==> src/rtl/mmu_ctx_loader.sv <==
// MMU context loader: walks a 4*NMMU-entry map table in memory and writes each entry to the MMU as a select/map pair.
// Optional build macro MMU_CTX_SAVE_FAULT_EN restores the pre-load fault register after the last entry.
module mmu_ctx_loader #(
    parameter int RV   = 16,
    parameter int VA   = RV,
    parameter int NMMU = 8,
    parameter int AW   = RV
) (
    input  logic          clk,
    input  logic          reset,
    input  logic          start,
    input  logic [AW-1:0] base,
    output logic          busy,
    output logic          done,
    output logic          mem_req,
    output logic [AW-1:0] mem_addr,
    input  logic          mem_ack,
    input  logic [RV-1:0] mem_rdata,
    output logic          mmu_reg_write,
    output logic [RV-1:0] mmu_reg_data,
    input  logic [RV-1:0] mmu_reg_read
);

    localparam int PW = $clog2(NMMU);
    localparam int U  = VA - PW;
    localparam int I  = PW + 2;
    localparam logic [I-1:0] LAST = I'(4 * NMMU - 1);

`ifdef MMU_CTX_SAVE_FAULT_EN
    typedef enum logic [2:0] {IDLE, FETCH, SEL, MAP, RESTORE, FIN} state_t;
`else
    typedef enum logic [2:0] {IDLE, FETCH, SEL, MAP, FIN} state_t;
`endif

    state_t         state_q, state_d;
    logic [I-1:0]   idx_q, idx_d;
    logic [AW-1:0]  base_q, base_d;
    logic [RV-1:1]  map_q, map_d;
    logic [RV-1:0]  data_q, data_d;
    logic           done_q, done_d;
    logic           wr;
    logic           req;
    logic [RV-1:0]  sel_w;

`ifdef MMU_CTX_SAVE_FAULT_EN
    logic [RV-1:1]  save_q;
    logic           unused_bits;
    assign unused_bits = mem_rdata[0] ^ mmu_reg_read[0];

    // Fault register snapshot taken on the same edge that accepts start
    always_ff @(posedge clk) begin
        if (state_q == IDLE && start) begin
            save_q <= mmu_reg_read[RV-1:1];
        end
    end
`else
    logic           unused_bits;
    assign unused_bits = mem_rdata[0] ^ (^mmu_reg_read);
`endif

    // Select word: page in the top bits, ins/sup flags in bits 4/3, valid bit0 clear
    always_comb begin
        sel_w          = '0;
        sel_w[VA-1:U]  = idx_q[PW-1:0];
        sel_w[4]       = idx_q[I-1];
        sel_w[3]       = idx_q[I-2];
    end

    always_ff @(posedge clk) begin
        if (reset) begin
            state_q <= IDLE;
            idx_q   <= '0;
            base_q  <= '0;
            data_q  <= '0;
            done_q  <= 1'b0;
        end else begin
            state_q <= state_d;
            idx_q   <= idx_d;
            base_q  <= base_d;
            data_q  <= data_d;
            done_q  <= done_d;
        end
    end

    always_ff @(posedge clk) begin
        map_q <= map_d;
    end

    always_comb begin
        state_d = state_q;
        idx_d   = idx_q;
        base_d  = base_q;
        map_d   = map_q;
        data_d  = data_q;
        done_d  = 1'b0;
        wr      = 1'b0;
        req     = 1'b0;
        case (state_q)
            IDLE: begin
                if (start) begin
                    base_d  = base;
                    idx_d   = '0;
                    state_d = FETCH;
                end
            end
            FETCH: begin
                req = 1'b1;
                if (mem_ack) begin
                    map_d   = mem_rdata[RV-1:1];
                    state_d = SEL;
                end
            end
            SEL: begin
                wr      = 1'b1;
                data_d  = sel_w;
                state_d = MAP;
            end
            MAP: begin
                wr     = 1'b1;
                data_d = {map_q, 1'b1};
                if (idx_q == LAST) begin
`ifdef MMU_CTX_SAVE_FAULT_EN
                    state_d = RESTORE;
`else
                    state_d = FIN;
`endif
                end else begin
                    idx_d   = idx_q + 1'b1;
                    state_d = FETCH;
                end
            end
`ifdef MMU_CTX_SAVE_FAULT_EN
            RESTORE: begin
                wr      = 1'b1;
                data_d  = {save_q, 1'b0};
                state_d = FIN;
            end
`endif
            FIN: begin
                done_d  = 1'b1;
                state_d = IDLE;
            end
            default: state_d = IDLE;
        endcase
    end

    // Write data is driven combinationally in the write cycle and held afterwards
    assign mmu_reg_write = wr;
    assign mmu_reg_data  = data_d;
    assign mem_req       = req;
    assign mem_addr      = base_q + AW'(idx_q);
    assign busy          = (state_q != IDLE);
    assign done          = done_q;

endmodule
==> config.mk <==
export PLATFORM = sky130hd
export DESIGN_NAME = mmu_ctx_loader
export DESIGN_NICKNAME = d
export VERILOG_FILES = /design/src/rtl/mmu_ctx_loader.sv
export SDC_FILE = /design/constraint.sdc
export NUM_CORES = 1
export LEC_CHECK = 0
export CAP_MARGIN = 0
export CORE_UTILIZATION = 37
export CTS_CLUSTER_SIZE = 30
export DETAILED_ROUTE_END_ITERATION = 8
export DONT_BUFFER_PORTS = 1
export PLACE_DENSITY_LB_ADDON = 0.3
export SLEW_MARGIN = 20
export SYNTH_ARGS = -nofsm -noshare
export SYNTH_HDL_FRONTEND = slang
export SYNTH_SLANG_ARGS = --single-unit
==> constraint.sdc <==
create_clock -name clk -period 2.8 [get_ports clk]
set_input_delay 0.56 -clock clk [delete_from_list [all_inputs] [get_ports clk]]
set_output_delay 0.56 -clock clk [all_outputs]
set_load 0.02 [all_outputs]
==> impl_metrics.toml, run 1 <==
[worst_setup_path]
r2r_slack_ps = 850
arrival_ps = 2160
worstSetupEndpointType = "output pin"
r2r_start = "state_q[0]$_SDFFE_PP0P_"
reg2reg_to = "base_q[5]$_SDFFE_PP0P_"
cp-start-kind = "register"
cp.required_ps = 2240
critPathLaunch = "idx_q[1]$_SDFFE_PP0P_"
worstSetupPathType = "reg2out"
worstPathMaxFanout = 6
worstRegToRegCells = 6
crit_end = "mem_addr[15]"

[sta]
hold_viol = 0
drv_slew = 0
finClkSkew_ps = 4.67
rsz0062_at_grt = "true"
fin_setup_tns_ps = 0
layout_min_cycle_time_ps = 2720
worst_pin_slew_ps = 753
slew_headroom_pct = 49.3
setup_violations = 0
fin_crit_sh_pct = 97.1
max_freq_mhz = 368

[synth]
syn_area_per_cell_um2 = 9.20
ys_warn_count = 0
synth.distinct_cells = 38
synth_ff_type = "dfxtp_1"
netlist.area_leader.share_pct = 32.0
yosys.area.top_type = "dfxtp_1"
ys_ff_latch = 56
async_flop_share_pct = 0
yosys-top-cells-area = "dfxtp_1 32%, edfxtp_1 18%, nand2_1 9.8%"
synth-seq-area-share_pct = 49.5
synth_cells = 279
synth_edf_count = 15
synth_area_mm2 = 0.00257
syn_nets = 339

[run]
max-cap-violations = 0

[cts]
root_buffer = "clkbuf_8"
cts_buffers = 5
cts.clk_slew.worst_paths_ps = 100
cts.sink_count = 56
cts_max_path_buffers = 2
htreeDepth = 2
hold_buffers = 0
cts_tree = "built"
clk_latency_ps = 300

[global_routing]
grt_pass1_vias = 1764
track_usage_pct = 15.2
antenna_found_initial = 0
grt_max_degree = 42
grt_first_pass_wirelength_um = 8670
grt-ovfl-total = 0

[route]
drt_iter0_drc = 52
wl_per_cell_um = 14.6
vias = 1893
drt-total-wl_um = 5250
dr.pass1.iters = 6
ant_nets = 0
vias_per_cell = 5.27
drc = 0

[floorplan]
coreArea_mm2 = 0.00653
die_w_um = 85.3
ios = 88
dieHeight_um = 85.3
start_util_pct = 39.3
num_rows = 29
dieArea_mm2 = 0.00727

[placed_design]
place_hpwl_um = 3700
dp_cells = 351
routabilityCongestion = 0.781
io_buffers = 0

[pwr]
peakVddDrop_mv = 0.360
p_per_area_mw_per_mm2 = 547
power.leakage_nw = 1.07

[run_status]
outcome = "finished clean"

[final_layout]
drive_gt1_share_pct = 11.3
layout_commonest_cell = "nand2_1"
final_cell_mix = "67 x nand2_1, 40 x dfxtp_1, 28 x a21oi_1"
final_util_pct = 42.5
diodes = 0
final_nets = 341
stdcell_count = 359
fill_cells = 649
syn_to_final_growth_pct = 8.24

[hold_path]
worstHoldPathType = "in2reg"
## where the power goes
part | internal, mW | switching (mW) | leakage (nW)
Combinational | 0.0609 | 0.114 | 0.553
Clock | 0.178 | 0.268 | 0.0445
Sequential | 0.865 | 0.0337 | 0.472
Total | 1.10 | 0.416 | 1.07
## flip-flops by register name, indices dropped and copies added (netlist names)
register,flops
data_q,16
base_q,16
state_q,3
idx_q,5
done,1
map_q,15
## kinds of logic (layout without fill, tap and decap cells)
kind of cell             Yosys count  in the layout  synth area share [%]
buffers and inverters             22             25                  4.73
AO/OA/AOI/OAI                     47             47                  10.6
flip-flops                        56             56                  49.5
XOR/XNOR                          13             13                  4.44
multiplexers                       6              6                  2.39
AND/OR/NAND/NOR                  127            127                  24.1
adder cells (fa/ha/maj)            8              8                  4.19
## cell type report
class / count / area [µm²] / share of cell area (%)
Clock inverter: 3 / 21.3 / 0.766
Tap cell: 77 / 96.3 / 3.47
Timing Repair Buffer: 11 / 82.6 / 2.97
Inverter: 6 / 22.5 / 0.811
Clock buffer: 5 / 68.8 / 2.48
Sequential cell: 56 / 1270 / 45.8
Multi-Input combinational cell: 201 / 1210 / 43.7
## repair_timing
action	CTS	global route
endpoints found under the setup margin	3	10
pin swaps	1	3
buffers inserted	0	0
resized for setup	1	7
## how the worst min path moves through the flow
stage | slack [ps] | from | cells past startpoint | endpoint
finish | 310 | reset | 1 | idx_q[0]$_SDFFE_PP0P_
global route | 290 | reset | 1 | data_q[8]$_SDFF_PP0_
CTS | 290 | reset | 1 | base_q[7]$_SDFFE_PP0P_
detailed placement | 450 | data_q[5]$_SDFF_PP0_ | 2 | data_q[5]$_SDFF_PP0_
global placement | 440 | data_q[11]$_SDFF_PP0_ | 2 | data_q[11]$_SDFF_PP0_
floorplan | 440 | data_q[10]$_SDFF_PP0_ | 2 | data_q[10]$_SDFF_PP0_
## stage by stage
step | area [µm²] | hold slack (ps) | setup slack [ps] | power, mW
floorplan | 2570 | 440 | 523 | 1.06
global placement | 2650 | 441 | 308 | 1.09
detailed placement | 2650 | 446 | 305 | 1.09
CTS | 2740 | 292 | 9.90 | 1.55
global route | 2780 | 286 | -69.6 | 1.60
finish | 2780 | 311 | 80.4 | 1.52
## routing by layer
metal	vias to the layer above	global-route usage, %	share of wire, %
li1	971	-	-
met1	868	19.1	47
met2	50	24.9	46
met3	4	5.54	6.5
met4	0	3.64	0.55
met5	-	0	0
## critical path, cell delays in order, from the launching register on
cell,delay [ps]
dfxtp_1,520
ha_1,290
a21oi_1,350
o2111ai_4,220
nand4_1,170
xnor2_1,140
buf_4,170
## cell usage after synthesis, types with 2 or more instances
library cell / instances
a21oi_1: 29
a22oi_1: 2
a311oi_1: 2
and3_1: 3
and4_1: 2
buf_2: 7
buf_4: 2
buf_6: 3
clkbuf_1: 4
dfxtp_1: 41
edfxtp_1: 15
ha_1: 7
inv_1: 6
mux2i_1: 5
nand2_1: 67
nand2b_1: 2
nand3_1: 18
nand4_1: 6
nor2_1: 12
nor2b_1: 6
nor3_1: 4
nor4b_1: 2
o21ai_0: 8
xnor2_1: 11
xor2_1: 2
No activity file was read; power rests on OpenSTA's default activity.
==> inputs of run 2 (changes only) <==
==> constraint.sdc (replaced) <==
create_clock -name clk -period 2.98 [get_ports clk]
set_input_delay 0.298 -clock clk [delete_from_list [all_inputs] [get_ports clk]]
set_output_delay 0.298 -clock clk [all_outputs]
set_load 0.02 [all_outputs]
==> run 2 against run 1 <==
- sequential power is 5.6% lower
- register-to-register slack better by 270 ps
- sequential share of layout area is 1.5 points higher
- die area stayed put
- non-clock buffer count is 7 lower
- utilization is 1.4 points lower
- sequential cell count stayed put
- clock skew is 1.2 ps higher
- cell area is 3.2% lower
- first-iteration DRC count is 21% lower
- critical endpoint is now mem_addr[10]
- highest routed layer unchanged
==> impl_metrics.toml, run 2 (same netlist as run 1, synthesis figures left out) <==
[run_status]
outcome = "finished clean"

[worst_setup_path]
path_cells = "ha_1 > fa_1 > a21oi_1 > o211ai_1 > nand4_1 > xnor2_1"
critPathSlowestCell = "dfxtp_1"
worstPathMaxFanout = 6
cp-start-kind = "register"
slowest_delay_ps = 460
cp.required_ps = 2680
worstRegToRegCells = 4
arrival_ps = 2380
worstSetupEndpointType = "output pin"
worstSetupPathType = "reg2out"

[cts]
htreeDepth = 2
clk_latency_ps = 310
cts.sink_count = 56
cts_tree = "built"
cts.clk_slew.worst_paths_ps = 110
hold_buffers = 0
ctsResizeCount = 0
cts_setup_buffers = 0
cts_buffers = 5
root_buffer = "clkbuf_8"
cts_max_path_buffers = 2

[final_layout]
top_regs = "base_q: 16 flops, data_q: 16 flops, map_q: 15 flops"
final_cell_mix = "67 x nand2_1, 40 x dfxtp_1, 29 x a21oi_1"
diodes = 0
syn_to_final_growth_pct = 4.78
drive_gt1_share_pct = 7.27
final_nets = 334
stdcell_count = 352
layout_commonest_cell = "nand2_1"

[pwr]
power.leakage_nw = 1.01
peakVddDrop_mv = 0.211
p_per_area_mw_per_mm2 = 531

[floorplan]
ios = 88
dieArea_mm2 = 0.00727
die_w_um = 85.3
dieHeight_um = 85.3
start_util_pct = 39.3
coreArea_mm2 = 0.00653
num_rows = 29

[sta]
finClkSkew_ps = 5.88
setup_violations = 0
max_freq_mhz = 374
rsz0062_at_grt = "false"
worst_pin_slew_ps = 727
fin_setup_tns_ps = 0
slew_headroom_pct = 51.0
drv_slew = 0
hold_viol = 0
hold_slack_ps = 53.6
fin_crit_sh_pct = 89.7
layout_min_cycle_time_ps = 2670
layout_setup_ws_ps = 307

[run]
max-cap-violations = 0

[placed_design]
io_buffers = 0
place_hpwl_um = 3610
dp_cells = 344
dpl_worst_slack_ps = 640
routabilityCongestion = 0.762

[hold_path]
hold_path_depth = 1
worstHoldPathType = "in2reg"

[route]
dr.pass1.iters = 4
ant_nets = 0
vias_per_cell = 5.33
drt-total-wl_um = 5160
drc = 0
drt_iter0_drc = 41
vias = 1876
wl_per_cell_um = 14.7

[global_routing]
grt_max_degree = 42
grt_pass1_vias = 1711
track_usage_pct = 14.7
antenna_found_initial = 0
grt-ovfl-total = 0
grt_first_pass_wirelength_um = 8430
## run 2: layer usage
layer / wire [µm] / GRT usage [%]
met1: 2420 / 19.6
met2: 2290 / 22.7
met3: 384 / 4.47
met4: 59 / 5.00
met5: 0 / 0
## run 2: cell type report
cell class,instances,area [µm²]
Clock buffer,5,68.8
Clock inverter,3,25.0
Fill cell,654,3840
Inverter,6,22.5
Multi-Input combinational cell,201,1170
Sequential cell,56,1270
Tap cell,77,96.3
Timing Repair Buffer,4,30.0
## run 2: critical path, delay by kind of cell, from the launching register on
kind                     cells  cell delay [ps]
AO/OA/AOI/OAI                2              500
XOR/XNOR                     1              450
adder cells (fa/ha/maj)      2              480
flip-flops                   1              460
AND/OR/NAND/NOR              1              170
## run 2: worst paths after layout
| check | from | slack [ps] | end |
|---|---|---|---|
| worst max-delay path | idx_q[0]$_SDFFE_PP0P_ | 310 | mem_addr[10] |
| worst min-delay path | reset | 50 | data_q[11]$_SDFF_PP0_ |
| worst max register to register | state_q[1]$_SDFFE_PP0P_ | 1120 | idx_q[2]$_SDFFE_PP0P_ |
| worst min register to register | base_q[4]$_SDFFE_PP0P_ | 460 | base_q[4]$_SDFFE_PP0P_ |
## run 2: report_power, final
group | switching, mW | internal, mW
Combinational | 0.100 | 0.0464
Sequential | 0.0357 | 0.813
Clock | 0.261 | 0.172
## run 2: metrics by stage
step | util, % | power, mW | instance area (µm²)
after floorplan | - | 0.998 | 2570
after global placement | 39.7 | 1.01 | 2590
after detailed placement | 39.7 | 1.02 | 2590
after CTS | 41.1 | 1.46 | 2690
after global routing | 41.2 | 1.50 | 2690
final | 41.2 | 1.43 | 2690
